[config.mk]
export PLATFORM = sky130hd
export DESIGN_NAME = riscv_lsu
export DESIGN_NICKNAME = d
export VERILOG_FILES = /design/src/rtl/riscv_lsu.sv
export SDC_FILE = /design/constraint.sdc
export NUM_CORES = 1
export LEC_CHECK = 0
export CORE_MARGIN = 5
export CORE_UTILIZATION = 40
export CTS_CLUSTER_DIAMETER = 80
export DETAILED_ROUTE_END_ITERATION = 12
export PLACE_DENSITY_LB_ADDON = 0.25
export RECOVER_POWER = 50
export SLEW_MARGIN = 10
export SYNTH_ARGS = -nofsm -noshare
export SYNTH_HDL_FRONTEND = slang
export SYNTH_SLANG_ARGS = --single-unit
[constraint.sdc]
create_clock -name clk_i -period 5.9 [get_ports clk_i]
set_clock_uncertainty 0.2 [all_clocks]
set_input_delay 1.18 -clock clk_i [delete_from_list [all_inputs] [get_ports clk_i]]
set_output_delay 1.18 -clock clk_i [all_outputs]
set_load 0.02 [all_outputs]
[src/rtl/riscv_lsu.sv]
// Load-store unit: decodes size/alignment, runs a ready-handshake memory access
// and returns extended load data with misaligned, illegal-size and timeout errors.
module riscv_lsu #(
    parameter int unsigned TIMEOUT = 16
) (
    input  logic        clk_i,
    input  logic        rst_i,
    input  logic        lsu_req_i,
    input  logic        lsu_we_i,
    input  logic [2:0]  lsu_size_i,
    input  logic [31:0] lsu_addr_i,
    input  logic [31:0] lsu_data_i,
    output logic [31:0] lsu_data_o,
    output logic        lsu_stall_o,
    output logic        lsu_err_o,
    output logic [1:0]  lsu_err_cause_o,
    output logic        mem_req_o,
    output logic        mem_we_o,
    output logic [3:0]  mem_be_o,
    output logic [31:0] mem_addr_o,
    output logic [31:0] mem_wd_o,
    input  logic [31:0] mem_rd_i,
    input  logic        mem_ready_i
);

    typedef enum logic [1:0] {StIdle, StWait, StResp} state_e;

    localparam int unsigned CntW = (TIMEOUT > 1) ? $clog2(TIMEOUT) : 1;
    localparam logic [CntW-1:0] CntMax = CntW'(TIMEOUT - 1);

    state_e          r_state, w_state_next;
    logic [CntW-1:0] r_cnt, w_cnt_next;
    logic [31:0]     r_rdata, w_rdata_next;
    logic            r_timeout, w_timeout_next;

    logic            w_illegal, w_misalign;
    logic [3:0]      w_be;
    logic [31:0]     w_wd;
    logic [31:0]     w_shift;
    logic [31:0]     w_load;
    logic            w_mem_req, w_stall, w_err;
    logic [1:0]      w_cause;

    // Access decode: legality, alignment, byte lanes and replicated store data.
    always_comb begin
        w_illegal  = 1'b0;
        w_misalign = 1'b0;
        w_be       = 4'b0000;
        w_wd       = 32'h0;
        unique case (lsu_size_i)
            3'd0, 3'd4: begin
                w_be = 4'b0001 << lsu_addr_i[1:0];
                w_wd = {4{lsu_data_i[7:0]}};
            end
            3'd1, 3'd5: begin
                w_misalign = lsu_addr_i[0];
                w_be       = lsu_addr_i[1] ? 4'b1100 : 4'b0011;
                w_wd       = {2{lsu_data_i[15:0]}};
            end
            3'd2: begin
                w_misalign = (lsu_addr_i[1:0] != 2'b00);
                w_be       = 4'b1111;
                w_wd       = lsu_data_i;
            end
            default: w_illegal = 1'b1;
        endcase
    end

    always_comb begin
        w_state_next   = r_state;
        w_cnt_next     = r_cnt;
        w_rdata_next   = r_rdata;
        w_timeout_next = r_timeout;
        w_mem_req      = 1'b0;
        w_stall        = 1'b0;
        w_err          = 1'b0;
        w_cause        = 2'b00;
        unique case (r_state)
            StIdle: begin
                if (lsu_req_i) begin
                    if (w_illegal) begin
                        w_err   = 1'b1;
                        w_cause = 2'b10;
                    end else if (w_misalign) begin
                        w_err   = 1'b1;
                        w_cause = 2'b01;
                    end else begin
                        w_mem_req      = 1'b1;
                        w_stall        = 1'b1;
                        w_timeout_next = 1'b0;
                        if (mem_ready_i) begin
                            w_rdata_next = mem_rd_i;
                            w_state_next = StResp;
                        end else begin
                            w_cnt_next   = '0;
                            w_state_next = StWait;
                        end
                    end
                end
            end
            StWait: begin
                // lsu_req_i is deliberately ignored here; the access always completes.
                w_mem_req = 1'b1;
                w_stall   = 1'b1;
                if (mem_ready_i) begin
                    w_rdata_next = mem_rd_i;
                    w_state_next = StResp;
                end else if ((TIMEOUT != 0) && (r_cnt == CntMax)) begin
                    w_timeout_next = 1'b1;
                    w_state_next   = StResp;
                end else begin
                    w_cnt_next = r_cnt + 1'b1;
                end
            end
            StResp: begin
                w_state_next = StIdle;
                if (r_timeout) begin
                    w_err   = 1'b1;
                    w_cause = 2'b11;
                end
            end
            default: w_state_next = StIdle;
        endcase
    end

    // Load extraction from the latched word; size/addr are held stable through RESP.
    always_comb begin
        w_shift = r_rdata >> {lsu_addr_i[1:0], 3'b000};
        w_load  = 32'h0;
        unique case (lsu_size_i)
            3'd0:    w_load = {{24{w_shift[7]}}, w_shift[7:0]};
            3'd4:    w_load = {24'h0, w_shift[7:0]};
            3'd1:    w_load = lsu_addr_i[1] ? {{16{r_rdata[31]}}, r_rdata[31:16]}
                                            : {{16{r_rdata[15]}}, r_rdata[15:0]};
            3'd5:    w_load = lsu_addr_i[1] ? {16'h0, r_rdata[31:16]} : {16'h0, r_rdata[15:0]};
            3'd2:    w_load = r_rdata;
            default: w_load = 32'h0;
        endcase
    end

    always_ff @(posedge clk_i) begin
        if (rst_i) begin
            r_state   <= StIdle;
            r_cnt     <= '0;
            r_rdata   <= 32'h0;
            r_timeout <= 1'b0;
        end else begin
            r_state   <= w_state_next;
            r_cnt     <= w_cnt_next;
            r_rdata   <= w_rdata_next;
            r_timeout <= w_timeout_next;
        end
    end

    assign mem_req_o       = w_mem_req & ~rst_i;
    assign mem_we_o        = mem_req_o & lsu_we_i;
    assign mem_be_o        = mem_req_o ? w_be : 4'b0000;
    assign mem_addr_o      = mem_req_o ? {lsu_addr_i[31:2], 2'b00} : 32'h0;
    assign mem_wd_o        = mem_req_o ? w_wd : 32'h0;
    assign lsu_stall_o     = w_stall & ~rst_i;
    assign lsu_err_o       = w_err & ~rst_i;
    assign lsu_err_cause_o = rst_i ? 2'b00 : w_cause;
    assign lsu_data_o      = (!rst_i && (r_state == StResp) && !lsu_we_i && !r_timeout)
                             ? w_load : 32'h0;

endmodule

# [Yosys cells after proc, flatten, opt, wreduce, memory -nomap -nowiden]
# Cells that the tools add are included.
[op_classes] n_addsub=1 n_eq_ne=15 shifts=2 muxes=51 n_bitwise=4 reduce_logical=17
[ops] operator="2-to-1 mux 32 bit" n=8
[ops] operator="case mux 32 bit (5 select lines)" n=1
[ops] operator="case mux 32 bit (3 select lines)" n=1
[ops] operator="case mux 32 bit (2 select lines)" n=1
[ops] operator="2-to-1 mux 4 bit" n=8
[ops] operator="right shift 32 x 5 -> 8 bit" n=1
[ops] operator="2-to-1 mux 2 bit" n=10
[ops] operator="2-to-1 mux 16 bit" n=1
[ops] operator="inequality test 2 bit, second input constant" n=7
[ops] operator="2-to-1 mux 1 bit" n=13
[ops] operator="case mux 4 bit (3 select lines)" n=1
[ops] operator="case mux 1 bit (2 select lines)" n=4
[ops] operator="case mux 2 bit (2 select lines)" n=2
[ops] operator="case mux 4 bit (2 select lines)" n=1
[ops] operator="AND reduction 4 bit" n=2
[ops] operator="AND reduction 7 bit" n=1
[ops] operator="equality test 3 bit, second input constant" n=2
[ops] operator="AND reduction 6 bit" n=1
[ops] operator="OR reduction 5 bit" n=1
[ops] operator="adder 4 x 1 -> 4 bit, second input constant" n=1
[ops] operator="equality test 4 bit, second input constant" n=1
[ops] operator="nonzero test 2 bit" n=2
[ops] operator="OR reduction 2 bit" n=2
[ops] operator="<< shifter 1 x 2 -> 4 bit, first input constant" n=1
[ops] operator="other kinds (11)" n=17
[totals] reg_bits=39 out_inout_bits=106

# [Longest topological paths before layout]
[depth] depth_word=9 mapped_depth=8

# [Least setup slack after synthesis]
# No wires, ideal clock.
[synth_timing] kind="input to output" start="input lsu_size_i[1]" end="output mem_wd_o[20]" arrival_ps=2650 t_required_ps=4520 path_slack_ps=1870 path_stages=7 n_path_buf=3 path_cell_list="buf_2 -> o21ai_2 -> a21oi_2 -> or4_4 -> buf_6 -> buf_6 -> nor2_1"
[synth_via] elab_chain_cells=9 word_cells_on_any_way=16
[synth_lines] element="start, declared" line_no="10" source="input logic [2:0] lsu_size_i,"
[synth_lines] element="equality test 3 bit or equality test 3 x 1 -> 1 bit (tied branches)" line_no="50" source="unique case (lsu_size_i)"
[synth_lines] element="OR reduction 2 bit" line_no="50"
[synth_lines] element="case mux 1 bit (2 select lines)" line_no="50"
[synth_lines] element="2-to-1 mux 1 bit" line_no="84" source="end else if (w_misalign) begin"
[synth_lines] element="2-to-1 mux 1 bit" line_no="81" source="if (w_illegal) begin"
[synth_lines] element="2-to-1 mux 1 bit" line_no="80" source="if (lsu_req_i) begin"
[synth_lines] element="case mux 1 bit (2 select lines)" line_no="78" source="unique case (r_state)"
[synth_lines] element="bitwise AND 1 bit" line_no="155" source="assign mem_req_o = w_mem_req & ~rst_i;"
[synth_lines] element="2-to-1 mux 32 bit *" line_no="159" source="assign mem_wd_o = mem_req_o ? w_wd : 32'h0;"
[synth_lines] element="end, declared" line_no="21" source="output logic [31:0] mem_wd_o,"
# Every way passes the cells marked *; elsewhere a longest branch is shown, timed or not.

# [Final worst setup path]
[layout_timing] start="input lsu_size_i[2]" end="output mem_wd_o[4]"
# Same word-level chain as after synthesis.

==> metrics.cfg <==
[synth]
synth_area_um2=3250
synth_compound_gate_area_share=0.187
synth_simple_gate_area_share=0.311
yosys.area.top_type_share=0.240
yosysTopAreaCell=dfxtp_1
synth_mux_area_frac=0.182
ys_top_cells_by_count=nand2_1 (87), a21oi_1 (57), nor2_1 (44), mux2i_1 (40), dfxtp_1 (39)
synth_top_family_by_area=simple AND/OR/NAND/NOR gates
synthAdderAreaFrac=0.00384
syn_avg_cell_area_um2=7.31
synthFlopType=dfxtp_1
yosysUniqueCellTypes=47
ys_seq_area_frac=0.240
synth_xor_area_frac=0
syn_inst=445
async_reset_ff_frac=0
ys_ff_latch=39
yosys-top-cells-area=dfxtp_1 (24%), mux2i_1 (12%), nand2_1 (10%)
yosys_warnings=0
synth_edf_count=0
synth.most_common_cell=nand2_1

[cts]
cts-root-buf=clkbuf_8
htree_levels=2
ctsResizeCount=0
cts.sinks=39
cts_buffers=5
post_cts_buffers=0
clk_pin_slew_ns=0.07
hold_buffers=0
clk_path_buf_depth=2
clk_latency_ns=0.28
cts_tree=done

[run]
cap_violations=1

[finish]
layout-drive-gt1-share=0.0561
design_area_um2=5380
area_growth_pct=65.3
diodes=0
final_nets=730

[place]
port_buffers=207
finalWeightedCongestion=0.935
dp_hpwl_mm=10.7
dpl-instance-area_um2=5320

[route]
drtPass1Iterations=5
drc=0
via_per_inst=5.33
wire_per_inst_um=18.4
routed_wirelength_mm=13.4
drt_iter0_drc=223
ant_nets=0
num_vias=3888

[floorplan]
die_h_um=100
die_w_um=100
pin_count=210
rows=33
core-area_um2=8050
dieArea_um2=10000
start_util=0.404

[power_and_ir_drop]
ir_drop_mv=0.0891
power_density_nw_per_um2=125
p_leak_nw=2.00

[sta]
slew_headroom=-0.510
final.period_utilization=0.937
hold_viol_final=0
rsz0062_at_grt=no
fmax_mhz=181
post-route-min-period_ns=5.53
fin_tns_setup_ns=0
worst_pin_slew_ns=2.26
finalSetupViolCount=0
drv_slew=33

[critical_path]
max_stage_delay_ns=0.64
path_class=primary input to primary output
required_ns=4.52
cp-end-kind=primary output
crit_path_start_kind=primary input
path_max_fanout=41
cp_slowest_cell=dlygate4sd3_1
crit_chain=dlygate4sd3_1, nor3_2, nor3b_1, or4_4, inv_2, and3_1, clkdlybuf4s50_1
arrival_ns=4.15

[global_route]
gr-total-overflow=0
antenna_found_initial=0
grt_pass1_wl_mm=19.6
track_usage=0.247
grt_max_degree=67
grt_pass1_vias=3720

[run_status]
outcome=finished, violations left
violations=capacitance limit, slew limit

[hold_path]
hp-class=flop to flop

## through the flow
stage / hold slack, ns / util / instances / power [W] / setup slack, ns
2_1_floorplan: 0.245 / - / 446 / 0.000397 / 1.87
3_3_place_gp: 0.257 / 0.660 / 723 / 0.000510 / 0.501
3_5_place_dp: 0.265 / 0.660 / 723 / 0.000514 / 0.469
4_1_cts: 0.280 / 0.669 / 729 / 0.000677 / 0.454
5_1_grt: 0.295 / 0.668 / 729 / 0.000705 / 0.172
6_report: 0.279 / 0.668 / 729 / 0.000673 / 0.370
## critical path: cells and delay by family
family | cells | cell delay, ns
buffers and inverters | 3 | 1.68
AND/OR/NAND/NOR | 4 | 1.27
## logic make-up (layout without fill, tap and decap cells)
logic type	after synthesis	count (layout)
mux	49	49
fa+ha+maj	1	1
compound gates	97	97
other cells	1	2
flops	39	39
simple gates	209	209
buf+inv	49	227
## path summary, 6_finish.rpt
kind              cells after the start  slack [ns]           from     endpoint
hold / removal                        2        0.28    r_rdata[12]  r_rdata[12]
setup reg to reg                      4        2.72     r_state[0]   r_rdata[3]
setup / recovery                      7        0.37  lsu_size_i[2]  mem_wd_o[4]
hold reg to reg                       2        0.28    r_rdata[12]  r_rdata[12]
## placed cells by master (no fill, tap or decap), types with 3 or more instances in the layout
master and instances:
clkdlybuf4s50_1 175, nand3_1 3, dfxtp_1 39, nor2b_1 13
and3_1 10, and2_1 32, a22oi_1 9, a2bb2oi_1 7
mux4_2 8, o21ai_0 5, nand2_1 87, mux2i_1 40
a32o_1 8, clkbuf_8 5, nor2_1 44, a21oi_1 57
dlygate4sd3_1 32, buf_4 9, nand2b_1 5
## report_power, final
group	internal (W)	switching, W	leakage [nW]
Combinational	0.000123	0.000104	1.65
Sequential	0.000272	0.00000936	0.316
Clock	0.0000788	0.0000863	0.0371
## final cells by class
cell class | count | area [um^2]
fill | 671 | 2670
multi-input combinational | 358 | 2230
timing repair buffer | 218 | 2150
sequential | 39 | 781
tap | 105 | 131
clock buffer | 6 | 72.6
inverter | 3 | 11.3
## per-layer routing
metal  track usage  share of wire
met2         0.454           0.52
met5             0              0
met4        0.0839          0.028
met1         0.284           0.37
met3        0.0486          0.087
## flip-flops by register name (all words and copies together), names as in the netlist
register and flops:
r_timeout 1, r_state 2, r_cnt 4, r_rdata 32
Note: power is estimated with default switching activity, not from simulation.
